$ cat src/rtl/seg_scan_display.sv
// 6-digit multiplexed common-anode 7-segment scanner.
// Frame-snapshotted BCD input, per-field blink, hour leading-zero blanking.
module seg_scan_display #(
  parameter int CLK_DIV   = 50000,
  parameter int BLINK_DIV = 40,
  parameter int HOUR_LZB  = 1
) (
  input  logic       CP,
  input  logic       RST,
  input  logic [7:0] Hbcd,
  input  logic [7:0] Mbcd,
  input  logic [7:0] Sbcd,
  input  logic [2:0] BlinkSel,
  output logic [5:0] An,
  output logic [6:0] Seg,
  output logic       Dp
);

  localparam int PW = (CLK_DIV > 1) ? $clog2(CLK_DIV) : 1;
  localparam int FW = (BLINK_DIV > 1) ? $clog2(BLINK_DIV) : 1;

  logic [PW-1:0] r_presc;
  logic [2:0]    r_idx;
  logic [FW-1:0] r_frame;
  logic          r_phase;
  logic [7:0]    r_snap_h;
  logic [7:0]    r_snap_m;
  logic [7:0]    r_snap_s;
  logic [5:0]    r_an;
  logic [6:0]    r_seg;
  logic          r_dp;

  logic          w_tick;
  logic          w_wrap;
  logic [3:0]    w_nib;
  logic          w_blink_en;
  logic          w_sep;
  logic [6:0]    w_seg;
  logic          w_blank;

  assign w_tick = (r_presc == PW'(CLK_DIV - 1));
  assign w_wrap = w_tick && (r_idx == 3'd5);

  // Prescaler, digit index, snapshot and blink timebase
  always_ff @(posedge CP) begin
    if (RST) begin
      r_presc  <= '0;
      r_idx    <= '0;
      r_frame  <= '0;
      r_phase  <= 1'b0;
      r_snap_h <= '0;
      r_snap_m <= '0;
      r_snap_s <= '0;
    end else begin
      r_presc <= w_tick ? '0 : r_presc + 1'b1;
      if (w_tick)
        r_idx <= (r_idx == 3'd5) ? 3'd0 : r_idx + 3'd1;
      if (w_wrap) begin
        r_snap_h <= Hbcd;
        r_snap_m <= Mbcd;
        r_snap_s <= Sbcd;
        if (r_frame == FW'(BLINK_DIV - 1)) begin
          r_frame <= '0;
          r_phase <= ~r_phase;
        end else begin
          r_frame <= r_frame + 1'b1;
        end
      end
    end
  end

  // Select the digit nibble, its blink field and separator point
  always_comb begin
    w_nib      = 4'h0;
    w_blink_en = 1'b0;
    w_sep      = 1'b0;
    unique case (r_idx)
      3'd0: begin w_nib = r_snap_s[3:0]; w_blink_en = BlinkSel[0]; end
      3'd1: begin w_nib = r_snap_s[7:4]; w_blink_en = BlinkSel[0]; end
      3'd2: begin
        w_nib = r_snap_m[3:0]; w_blink_en = BlinkSel[1]; w_sep = 1'b1;
      end
      3'd3: begin w_nib = r_snap_m[7:4]; w_blink_en = BlinkSel[1]; end
      3'd4: begin
        w_nib = r_snap_h[3:0]; w_blink_en = BlinkSel[2]; w_sep = 1'b1;
      end
      3'd5: begin w_nib = r_snap_h[7:4]; w_blink_en = BlinkSel[2]; end
      default: begin w_nib = 4'h0; w_blink_en = 1'b0; end
    endcase
  end

  // Active-low segment decode; non-BCD shows a dash
  always_comb begin
    w_seg = 7'h3F;
    case (w_nib)
      4'd0: w_seg = 7'h40;
      4'd1: w_seg = 7'h79;
      4'd2: w_seg = 7'h24;
      4'd3: w_seg = 7'h30;
      4'd4: w_seg = 7'h19;
      4'd5: w_seg = 7'h12;
      4'd6: w_seg = 7'h02;
      4'd7: w_seg = 7'h78;
      4'd8: w_seg = 7'h00;
      4'd9: w_seg = 7'h10;
      default: w_seg = 7'h3F;
    endcase
  end

  assign w_blank = (r_phase && w_blink_en) ||
                   ((HOUR_LZB == 1) && (r_idx == 3'd5) &&
                    (r_snap_h[7:4] == 4'h0));

  // Registered output stage
  always_ff @(posedge CP) begin
    if (RST || w_blank) begin
      r_an  <= 6'h3F;
      r_seg <= 7'h7F;
      r_dp  <= 1'b1;
    end else begin
      r_an  <= ~(6'b000001 << r_idx);
      r_seg <= w_seg;
      r_dp  <= ~w_sep;
    end
  end

  assign An  = r_an;
  assign Seg = r_seg;
  assign Dp  = r_dp;

endmodule

$ cat config.mk
export PLATFORM = sky130hd
export DESIGN_NAME = seg_scan_display
export DESIGN_NICKNAME = d
export VERILOG_FILES = /design/src/rtl/seg_scan_display.sv
export SDC_FILE = /design/constraint.sdc
export NUM_CORES = 1
export LEC_CHECK = 0
export ABC_AREA = 1
export CORE_MARGIN = 4
export CORE_UTILIZATION = 45
export DETAILED_ROUTE_END_ITERATION = 8
export GPL_ROUTABILITY_DRIVEN = 0
export GPL_TIMING_DRIVEN = 1
export PLACE_DENSITY = 0.68
export SKIP_CTS_REPAIR_TIMING = 1
export SLEW_MARGIN = 20
export SYNTH_ARGS = -nofsm -noshare
export SYNTH_HDL_FRONTEND = slang
export SYNTH_SLANG_ARGS = --single-unit
$ cat constraint.sdc
create_clock -name CP -period 4.1 [get_ports CP]
set_input_delay 0.615 -clock CP [delete_from_list [all_inputs] [get_ports CP]]
set_output_delay 0.615 -clock CP [all_outputs]
set_load 0.02 [all_outputs]
# After elaboration in Yosys (flattened, before gate mapping)
# Memories as Yosys holds them, arrays and structs flattened. A register that Yosys moved wholly into a read port is not among the register bits.
# Cells that the tools add are included.
[word_totals]
inputBits = 29
mem_count = 1
elab_cells = 42
output_inout_bits = 14
rom_bits = 112
regBits = 57
[op_classes]
addsub = 3
n_eq_ne = 7
reduce_logical = 13
n_mux = 5
n_bitwise = 3
shifts = 1
[mem_list]
columns = ["name", "depth", "word_bits", "rd", "rd_clocked_by_memory_dff", "write_ports", "line", "rtl"]
rows = [
  ["(name not given)", 16, 7, 1, 1, 0, "95", "case (w_nib)"],
]
[op_table]
columns = ["operator", "count"]
rows = [
  ["$pmux 4 s6", 1],
  ["$add 16x1->16 const B", 1],
  ["$eq 16x16->1 const B", 1],
  ["$reduce_or 2->1", 5],
  ["$add 6x1->6 const B", 1],
  ["$eq 3x2->1 const B", 2],
  ["$eq 3x3->1 const B", 2],
  ["$eq 6x6->1 const B", 1],
  ["$mux 6", 1],
  ["$not 6->6", 1],
  ["$shl 1x3->6 const A", 1],
  ["$logic_not 4->1", 1],
  ["$add 3x1->3 const B", 1],
  ["$eq 3x1->1 const B", 1],
  ["$logic_and 1x1->1", 3],
  ["$logic_not 3->1", 1],
  ["$mux 3", 1],
  ["$pmux 1 s3", 1],
  ["$logic_or 1x1->1", 2],
  ["$not 1->1", 2],
  ["$reduce_and 2->1", 1],
  ["$mux 1", 1],
]

# Depth between registers and ports, before layout
# Gate-level depths: netlist (run 1).
[depth]
word_depth = 6
ltp_mapped = 15
mapped_depth_nobuf = 14

# Least setup slack after synthesis (run 1)
# OpenSTA, ideal clock, no wires.
[synth_timing]
path_kind = "reg-to-reg"
start = "register r_idx[0]"
end = "register r_seg[3], in the netlist Seg[3]"
period_less_slack_ns = 1.879
stages_incl_launch_ff = 14
n_path_buf = 1
path_slack_ns = 2.221
setup_time_ns = 0.121
required_ns = 3.979
arrival_time_ns = 1.758
cell_sequence = "dfxtp_1 buf_4 nand2_1 inv_1 ha_1 nand2_1 nand2_1 nor3_4 inv_1 ha_1 inv_1 nand2_1 nand3_1 nand3_1"
[synth_between]
elab_chain_cells = 6
[synth_rtl]
columns = ["element", "line", "rtl"]
rows = [
  ["start, declared", "23", "logic [2:0] r_idx;"],
  ["start signal, assigned", "57", "r_idx <= (r_idx == 3'd5) ? 3'd0 : r_idx + 3'd1;"],
  ["$eq 3x3->1 (tied with other cells)", "77, 111", ""],
  ["$reduce_or 2->1 (no source line)", "--", ""],
  ["$pmux 1 s3", "77", "unique case (r_idx)"],
  ["$logic_and 1x1->1", "110", "assign w_blank = (r_phase && w_blink_en) ||"],
  ["$logic_or 1x1->1", "110", ""],
  ["$logic_or 1x1->1", "116", "if (RST || w_blank) begin"],
  ["end, declared", "30", "logic [6:0] r_seg;"],
]
# Several ways; a longest one is shown, not always the timed one.
# A chain may end at the register's enable or synchronous reset.

# Worst setup path after layout (run 1)
[layout_timing]
start = "register r_idx[2]"
end = "register r_seg[3], in the netlist Seg[3]"
# Same word-level chain as after synthesis.

==> results.py, run 1 <==
metrics = {
    "synth": {
        "syn-cell-area_um2": 3000,
        "synth_ff_type": "dfxtp_1",
        "yosysSeqAreaShare_pct": 42.8,
        "synth_nets": 456,
        "yosysWarningCount": 0,
        "synth-edff-count": 0,
        "ys_ff_latch": 64,
        "ys_async_sr_fraction_pct": 0,
        "synth_top_area_share_pct": 42.8,
        "syn_inst": 419,
        "synthTopCellsByArea": "dfxtp_1 (43%), nand2_1 (17%), a21oi_1 (7.7%)",
        "avgSynthCellArea_um2": 7.15,
        "ys_types": 31,
        "yosysTopAreaCell": "dfxtp_1",
    },
    "pwr": {
        "swShare_pct": 21.0,
        "power.leakage_nw": 1.48,
        "ir_drop_uv": 197,
        "power.switching_mw": 0.253,
        "internal_power_mw": 0.953,
        "power_density_nw_per_um2": 334,
        "comb_power_share_pct": 4.8,
        "seq_power_share_pct": 52.3,
        "clockPowerShare_pct": 43.0,
    },
    "critical_path": {
        "max_stage_delay_ns": 0.61,
        "path_class": "flip-flop to flip-flop",
        "worstPathArrival_ns": 2.57,
        "cp_max_fo": 13,
        "r2r_slack_ns": 1.75,
        "worstSetupEndpointType": "flip-flop",
        "critPathLaunchType": "flip-flop",
        "cp_common_cell": "nand2_1",
        "critical_path.cell_chain": "inv_2, ha_1, nand2_1, nand2_1, nor3_4, inv_1, ha_1, inv_1, nand2_1, nand3_1, nand3_1",
        "slowest_stage": "dfxtp_1",
        "crit_required_ns": 4.32,
    },
    "timing": {
        "relSlewSlack_pct": 61.5,
        "hold_viol_final": 0,
        "clock_skew_ns": 0.00653,
        "min_period_ns": 2.35,
        "fmax_mhz": 425,
        "timing.hold.ws_ns": 0.444,
        "finalSetupViolCount": 0,
        "final.setup.tns_ns": 0,
        "finalMaxSlewViolations": 0,
        "tightest_slew_ns": 0.573,
        "fin_crit_sh_pct": 57.4,
        "rsz0062_at_grt": "false",
    },
    "global_route": {
        "overflow": 0,
        "grt_use_total_pct": 17.3,
        "grt_max_degree": 37,
        "grt_pass1_vias": 2352,
        "grt_pass1_wl_mm": 10.6,
        "antenna_found_initial": 0,
    },
    "clocking": {
        "clk_pin_slew_ns": 0.07,
        "cts_tree": "yes",
        "clk_path_buf_depth": 2,
        "cts.htree.levels": 3,
        "clkLatencyLatePin_ns": 0.34,
        "numCtsBuffers": 9,
        "cts_num_sinks": 64,
        "cts-root-buf": "clkbuf_8",
    },
    "routing": {
        "drtAntennaViolNets": 0,
        "via_count": 2658,
        "drc_errors": 0,
        "wirelength_mm": 6.28,
        "drtIter0Drc": 102,
        "dr.pass1.iters": 4,
        "via_per_inst": 4.92,
        "wire_per_inst_um": 11.6,
    },
    "floorplan": {
        "start_util_pct": 46.7,
        "fp.dieH_um": 89.6,
        "coreArea_um2": 6420,
        "rows": 29,
        "die_x_um": 89.6,
        "dieArea_um2": 8030,
        "io_pins": 43,
    },
    "final_layout": {
        "final_util_pct": 56.3,
        "num_antenna_cells": 0,
        "drive_gt1_share_pct": 8.86,
        "fillCellCount": 624,
        "fin_area_um2": 3620,
        "area_growth_pct": 20.7,
        "final_nets": 496,
    },
    "outcome": {
        "status": "finished clean",
    },
    "placed_design": {
        "io_buffers": 42,
        "placed_area_um2": 3430,
        "dp_hpwl_mm": 4.56,
    },
    "min_path": {
        "hold_class": "flip-flop to flip-flop",
    },
    "job": {
        "cap_violations": 0,
    },
}
==> per-stage QoR <==
step                setup slack [ns]  total power, mW  std cells
floorplan                       2.22            0.665        419
global placement                1.86            0.702        525
detailed placement              1.81            0.702        525
CTS                             1.77             1.22        540
global route                    1.48             1.26        540
finish                          1.75             1.21        540
==> flip-flops by register name, indices dropped and copies added (netlist names) <==
| signal | count |
|---|---|
| r_snap_m | 8 |
| r_frame | 6 |
| r_phase | 1 |
| An | 6 |
| r_idx | 3 |
| r_snap_h | 8 |
| r_snap_s | 8 |
| Dp | 1 |
| Seg | 7 |
| r_presc | 16 |
==> synthesized netlist by cell type, types with 2 or more instances <==
master and instances:
nand2_2 5, nor2_4 2, buf_4 3, ha_1 8, o21ai_0 6, buf_6 3
nor2_2 4, nand3b_1 2, nand4_1 10, xnor2_1 2, clkbuf_1 3, nand2_1 133
inv_2 8, nand3_1 31, inv_1 34, dfxtp_1 64, o21a_1 3, a21oi_1 46
or2_2 2, nor2_1 32, xor2_1 2, nor3_1 4, buf_2 4
==> cell usage in the layout, fill, tap and decap left out, types with 3 or more instances in the layout <==
cell type,count
nand2_2,5
dfxtp_1,64
inv_1,34
a21oi_1,46
nand4_1,10
nand2_1,133
ha_1,8
nand3_1,31
nor3_1,4
nor2_1,32
o21a_1,3
nor2_2,4
clkinv_2,3
o21ai_0,6
clkdlybuf4s50_1,42
inv_2,8
clkbuf_8,10
==> cell type report <==
cell class,instances,area [um2],share of cell area [%]
Clock buffer,11,141,3.91
Sequential cell,64,1280,35.4
Clock inverter,4,45.0,1.25
Timing Repair Buffer,43,428,11.8
Inverter,42,158,4.36
Multi-Input combinational cell,299,1470,40.6
Tap cell,77,96.3,2.66
==> worst max-delay path: cells and delay by family, from the launching register on <==
family | cells | cell delay, ns
AND/OR/NAND/NOR | 6 | 0.66
buffers and inverters | 3 | 0.34
flip-flops | 1 | 0.61
adder cells (fa/ha/maj) | 2 | 0.62
==> metal layers <==
metal  global-route usage, %  part of all wire (%)
met5                       0                     0
met2                    25.7                    43
met1                    23.3                    49
met4                    6.36                   2.1
met3                    5.93                   5.6
==> cells by family after synthesis <==
logic type	share of synthesized area [%]
DFF	42.8
buffers and inverters	8.31
xor gates and xnor gates	1.17
AOI/OAI and AO/OA	10.1
adders and majority gates	3.34
and+or+nand+nor	34.3
==> path summary, 6_finish.rpt <==
kind              startpoint    endpoint  cells past startpoint
setup / recovery    r_idx[2]      Seg[3]                     11
hold / removal    r_presc[0]  r_presc[0]                      1
setup reg to reg    r_idx[2]      Seg[3]                     11
hold reg to reg   r_presc[0]  r_presc[0]                      1
==> power by group through the flow <==
| stage | combinational, mW | sequential [mW] | clock [mW] |
|---|---|---|---|
| 6_report | 0.0575 | 0.630 | 0.518 |
| 5_1_grt | 0.0629 | 0.630 | 0.563 |
| 4_1_cts | 0.0581 | 0.630 | 0.535 |
| 3_5_place_dp | 0.0579 | 0.644 | 0 |
| 3_3_place_gp | 0.0580 | 0.644 | 0 |
| 2_1_floorplan | 0.0162 | 0.649 | 0 |
Power figures use the tool's default switching activity.
==> run 2, diff against run 1 <==
==> constraint.sdc (replaced) <==
create_clock -name CP -period 2.21 [get_ports CP]
set_input_delay 0.3315 -clock CP [delete_from_list [all_inputs] [get_ports CP]]
set_output_delay 0.3315 -clock CP [all_outputs]
set_load 0.02 [all_outputs]
==> results.py, run 2 (synthesis results as in run 1) <==
metrics = {
    "floorplan": {
        "fp.dieH_um": 89.6,
        "rows": 29,
        "die_x_um": 89.6,
        "start_util_pct": 46.7,
        "io_pins": 43,
        "dieArea_um2": 8030,
        "coreArea_um2": 6420,
    },
    "critical_path": {
        "slowest_stage": "dfxtp_1",
        "cp_num_buf_inv": 3,
        "worstPathArrival_ns": 2.17,
        "max_stage_delay_ns": 0.40,
        "reg2regPathDepth": 11,
        "path_class": "flip-flop to flip-flop",
        "critPathLaunchType": "flip-flop",
        "cp_max_fo": 7,
        "r2r_end": "Seg[3]",
        "crit_required_ns": 2.43,
        "reg2reg_from": "r_idx[0]",
        "r2r_slack_ns": 0.26,
        "worstSetupEndpointType": "flip-flop",
        "critical_path.cell_chain": "buf_4, nand3_4, o21ai_0, nor2_1, nand2_1, inv_1, ha_1, inv_1, nand2_1, nand3_1, nand3_1",
        "crit_family": "simple AND/OR/NAND/NOR gates",
    },
    "routing": {
        "via_per_inst": 4.91,
        "wirelength_mm": 6.40,
        "drc_errors": 0,
        "drtIter0Drc": 113,
        "dr.pass1.iters": 4,
        "wire_per_inst_um": 11.7,
        "drtAntennaViolNets": 0,
        "via_count": 2680,
    },
    "pwr": {
        "power.leakage_nw": 1.51,
        "power_density_nw_per_um2": 611,
        "power_mw": 2.24,
        "ir_drop_uv": 293,
    },
    "clocking": {
        "clkLatencyLatePin_ns": 0.34,
        "cts_tree": "yes",
        "clk_pin_slew_ns": 0.07,
        "numCtsBuffers": 9,
        "cts_num_sinks": 64,
        "clk_path_buf_depth": 2,
        "cts.htree.levels": 3,
        "cts-root-buf": "clkbuf_8",
    },
    "final_layout": {
        "drive_gt1_share_pct": 10.2,
        "final_cell_mix": "nand2_1 (133), dfxtp_1 (64), a21oi_1 (46)",
        "final_common_cell": "nand2_1",
        "largest_reg_flops": 16,
        "fillCellCount": 624,
        "final_util_pct": 57.0,
        "num_antenna_cells": 0,
        "area_growth_pct": 22.3,
        "top_register": "r_presc",
        "final_nets": 502,
    },
    "min_path": {
        "hold_path.startpoint": "r_presc[0]",
        "hold_class": "flip-flop to flip-flop",
        "hold_end": "r_presc[0]",
        "hold_path_depth": 1,
    },
    "global_route": {
        "antenna_found_initial": 0,
        "grt_use_total_pct": 17.5,
        "overflow": 0,
        "grt_max_degree": 34,
        "met2_usage_pct": 28.0,
        "gr-usage-met3_pct": 5.38,
        "busiest_layer": "met2",
        "grt_pass1_wl_mm": 10.9,
        "grt_pass1_vias": 2497,
        "gr-usage-met1_pct": 22.5,
    },
    "timing": {
        "fin_crit_sh_pct": 88.2,
        "finalMaxSlewViolations": 0,
        "clock_skew_ns": 0.00899,
        "finalSetupViolCount": 0,
        "layout_setup_ws_ns": 0.261,
        "relSlewSlack_pct": 62.1,
        "final.setup.tns_ns": 0,
        "hold_viol_final": 0,
        "min_period_ns": 1.95,
        "rsz0062_at_grt": "false",
        "fmax_mhz": 513,
        "tightest_slew_ns": 0.564,
    },
    "placed_design": {
        "post-place-ws_ns": 0.182,
        "dp_hpwl_mm": 4.70,
        "io_buffers": 42,
    },
    "job": {
        "cap_violations": 0,
    },
    "outcome": {
        "status": "finished clean",
    },
}
-- run 2: changes by cell type in the layout (fill, tap and decap cells not counted) --
| cell | change |
|---|---|
| nor2_1 | -1 |
| nor2_2 | +1 |
| buf_4 | +6 |
-- run 2: report_power, final --
part	total (mW)	internal [mW]	leakage, nW	switching (mW)
clock	0.960	0.540	0.0989	0.421
combinational	0.108	0.0636	0.895	0.0444
sequential	1.17	1.16	0.519	0.00460
-- run 2: cell type report --
cell class / instances / area [um2] / share of cell area (%)
Clock inverter: 4 / 45.0 / 1.23
Sequential cell: 64 / 1280 / 35.0
Inverter: 42 / 158 / 4.30
Tap cell: 77 / 96.3 / 2.63
Clock buffer: 11 / 141 / 3.86
Multi-Input combinational cell: 299 / 1470 / 40.1
Timing Repair Buffer: 49 / 473 / 12.9
-- run 2: stage by stage --
| step | hold slack (ns) | instance area, um2 | cells |
|---|---|---|---|
| after floorplan | 0.418 | 3000 | 419 |
| after global placement | 0.432 | 3450 | 528 |
| after detailed placement | 0.438 | 3450 | 528 |
| after CTS | 0.451 | 3640 | 543 |
| after global routing | 0.468 | 3660 | 546 |
| final | 0.451 | 3660 | 546 |
-- run 2: metal layers --
metal,vias up,share of wire [%]
met3,6,4.9
met5,-,0
met1,1194,49
li1,1426,-
met4,0,1.2
met2,54,45
-- run 2: worst max path at each step --
stage,from,to,slack [ns],depth (start not counted)
2_1_floorplan,r_idx[0],Seg[3],0.33,13
3_3_place_gp,r_idx[0],Seg[3],0.30,11
3_5_place_dp,r_idx[1],Seg[3],0.18,12
4_1_cts,r_idx[1],Seg[3],0.17,12
5_1_grt,r_idx[1],Seg[3],0.04,12
6_report,r_idx[0],Seg[3],0.26,11
==> run 3, diff against run 2 <==
--- a/config.mk
+++ b/config.mk
@@ -11,7 +11,7 @@
 export DETAILED_ROUTE_END_ITERATION = 8
 export GPL_ROUTABILITY_DRIVEN = 0
 export GPL_TIMING_DRIVEN = 1
-export PLACE_DENSITY = 0.68
+export PLACE_DENSITY = 0.76
 export SKIP_CTS_REPAIR_TIMING = 1
 export SLEW_MARGIN = 20
 export SYNTH_ARGS = -nofsm -noshare
==> results.py, run 3 (synthesis results as in run 1) <==
metrics = {
    "clocking": {
        "numCtsBuffers": 9,
        "clkLatencyLatePin_ns": 0.34,
        "cts-root-buf": "clkbuf_8",
        "cts_num_sinks": 64,
        "clk_pin_slew_ns": 0.07,
        "cts_tree": "yes",
        "clk_path_buf_depth": 2,
        "cts.htree.levels": 3,
    },
    "global_route": {
        "grt_pass1_wl_mm": 10.3,
        "grt_pass1_vias": 2336,
        "grt_use_total_pct": 16.8,
        "antenna_found_initial": 0,
        "overflow": 0,
        "grt_max_degree": 34,
    },
    "placed_design": {
        "placed_area_um2": 3470,
        "dp_hpwl_mm": 4.78,
        "placedCellCount": 530,
        "io_buffers": 42,
    },
    "routing": {
        "wire_per_inst_um": 11.8,
        "met1Wirelength_mm": 2.97,
        "wl_met2_mm": 2.90,
        "wirelength_mm": 6.43,
        "wl_met3_um": 397,
        "dr.pass1.iters": 4,
        "via_count": 2716,
        "drc_errors": 0,
        "via_per_inst": 4.97,
        "top_layer_used": "met4",
        "drtIter0Drc": 125,
        "drtAntennaViolNets": 0,
    },
    "final_layout": {
        "largest_reg_flops": 16,
        "final_common_cell": "nand2_1",
        "drive_gt1_share_pct": 10.4,
        "fillCellCount": 630,
        "area_growth_pct": 23.1,
        "final_nets": 501,
        "final_util_pct": 57.5,
        "final_cell_mix": "nand2_1 (133), dfxtp_1 (64), a21oi_1 (46)",
        "top_register": "r_presc",
        "finalNonFillerCells": 546,
        "num_antenna_cells": 0,
        "fin_area_um2": 3690,
    },
    "timing": {
        "final.setup.tns_ns": 0,
        "finalSetupViolCount": 0,
        "finalMaxSlewViolations": 0,
        "relSlewSlack_pct": 63.0,
        "min_period_ns": 2.02,
        "rsz0062_at_grt": "false",
        "hold_viol_final": 0,
        "tightest_slew_ns": 0.551,
        "fmax_mhz": 495,
        "fin_crit_sh_pct": 91.3,
        "clock_skew_ns": 0.00688,
    },
    "job": {
        "cap_violations": 0,
    },
    "outcome": {
        "status": "finished clean",
    },
    "pwr": {
        "power_density_nw_per_um2": 645,
        "power.leakage_nw": 1.52,
        "power_mw": 2.38,
        "ir_drop_uv": 322,
    },
    "critical_path": {
        "r2r_slack_ns": 0.19,
        "worstSetupEndpointType": "flip-flop",
        "crit_path_end": "Seg[3]",
        "crit_path_start": "r_idx[1]",
        "path_class": "flip-flop to flip-flop",
        "reg2reg_from": "r_idx[1]",
        "worstPathArrival_ns": 2.24,
        "cp_max_fo": 7,
        "critPathLaunchType": "flip-flop",
        "r2r_end": "Seg[3]",
        "reg2regPathDepth": 12,
        "crit_required_ns": 2.43,
    },
    "min_path": {
        "hold_path.startpoint": "r_presc[0]",
        "hold_class": "flip-flop to flip-flop",
    },
    "floorplan": {
        "start_util_pct": 46.7,
        "dieArea_um2": 8030,
        "rows": 29,
        "coreArea_um2": 6420,
        "io_pins": 43,
        "die_x_um": 89.6,
        "fp.dieH_um": 89.6,
    },
}
==> run 3: cell count changes in the layout (fill, tap and decap cells not counted) <==
cell        before  now
buf_4            7    6
bufinv_16        1    2
clkbuf_1         1    0
clkinvlp_4       0    1
==> run 3: how the worst min path moves through the flow <==
stage	endpoint	slack, ns	cells past startpoint
finish	r_presc[0]	0.46	1
global placement	r_presc[0]	0.43	1
detailed placement	r_presc[0]	0.44	1
CTS	r_presc[0]	0.46	1
floorplan	r_presc[0]	0.42	1
global route	r_snap_s[0]	0.49	2
==> run 3: final cells by class <==
| cell class | count | area, um2 | area share, % |
|---|---|---|---|
| clock buffer | 10 | 138 | 3.73 |
| clock inverter | 6 | 82.6 | 2.24 |
| inverter | 42 | 158 | 4.27 |
| multi-input combinational | 299 | 1470 | 39.8 |
| sequential | 64 | 1280 | 34.7 |
| tap | 77 | 96.3 | 2.61 |
| timing repair buffer | 48 | 465 | 12.6 |
==> run 3: power by group <==
part | total, mW | switching, mW | internal [mW]
Clock | 1.10 | 0.443 | 0.659
Combinational | 0.108 | 0.0440 | 0.0636
Sequential | 1.17 | 0.00454 | 1.16
==> run 3: worst max-delay path: stages, from the launching register on <==
cell     delay (ns)
dfxtp_1        0.38
nand2_1        0.10
inv_1          0.04
ha_1           0.24
nand2_1        0.10
nand2_1        0.08
nor3_4         0.30
inv_1          0.11
ha_1           0.31
inv_1          0.06
nand2_1        0.06
nand3_1        0.07
nand3_1        0.06
==> run 3: through the flow <==
| step | worst slack [ns] | hold slack, ns |
|---|---|---|
| 6_report | 0.191 | 0.455 |
| 5_1_grt | 0.0150 | 0.491 |
| 4_1_cts | 0.199 | 0.458 |
| 3_5_place_dp | 0.210 | 0.441 |
| 3_3_place_gp | 0.317 | 0.430 |
| 2_1_floorplan | 0.331 | 0.418 |
==> run 3: layer usage <==
layer	track usage [%]	vias up
met1	22.1	1183
li1	-	1428
met5	0	-
met4	8.53	0
met2	26.1	90
met3	3.56	15
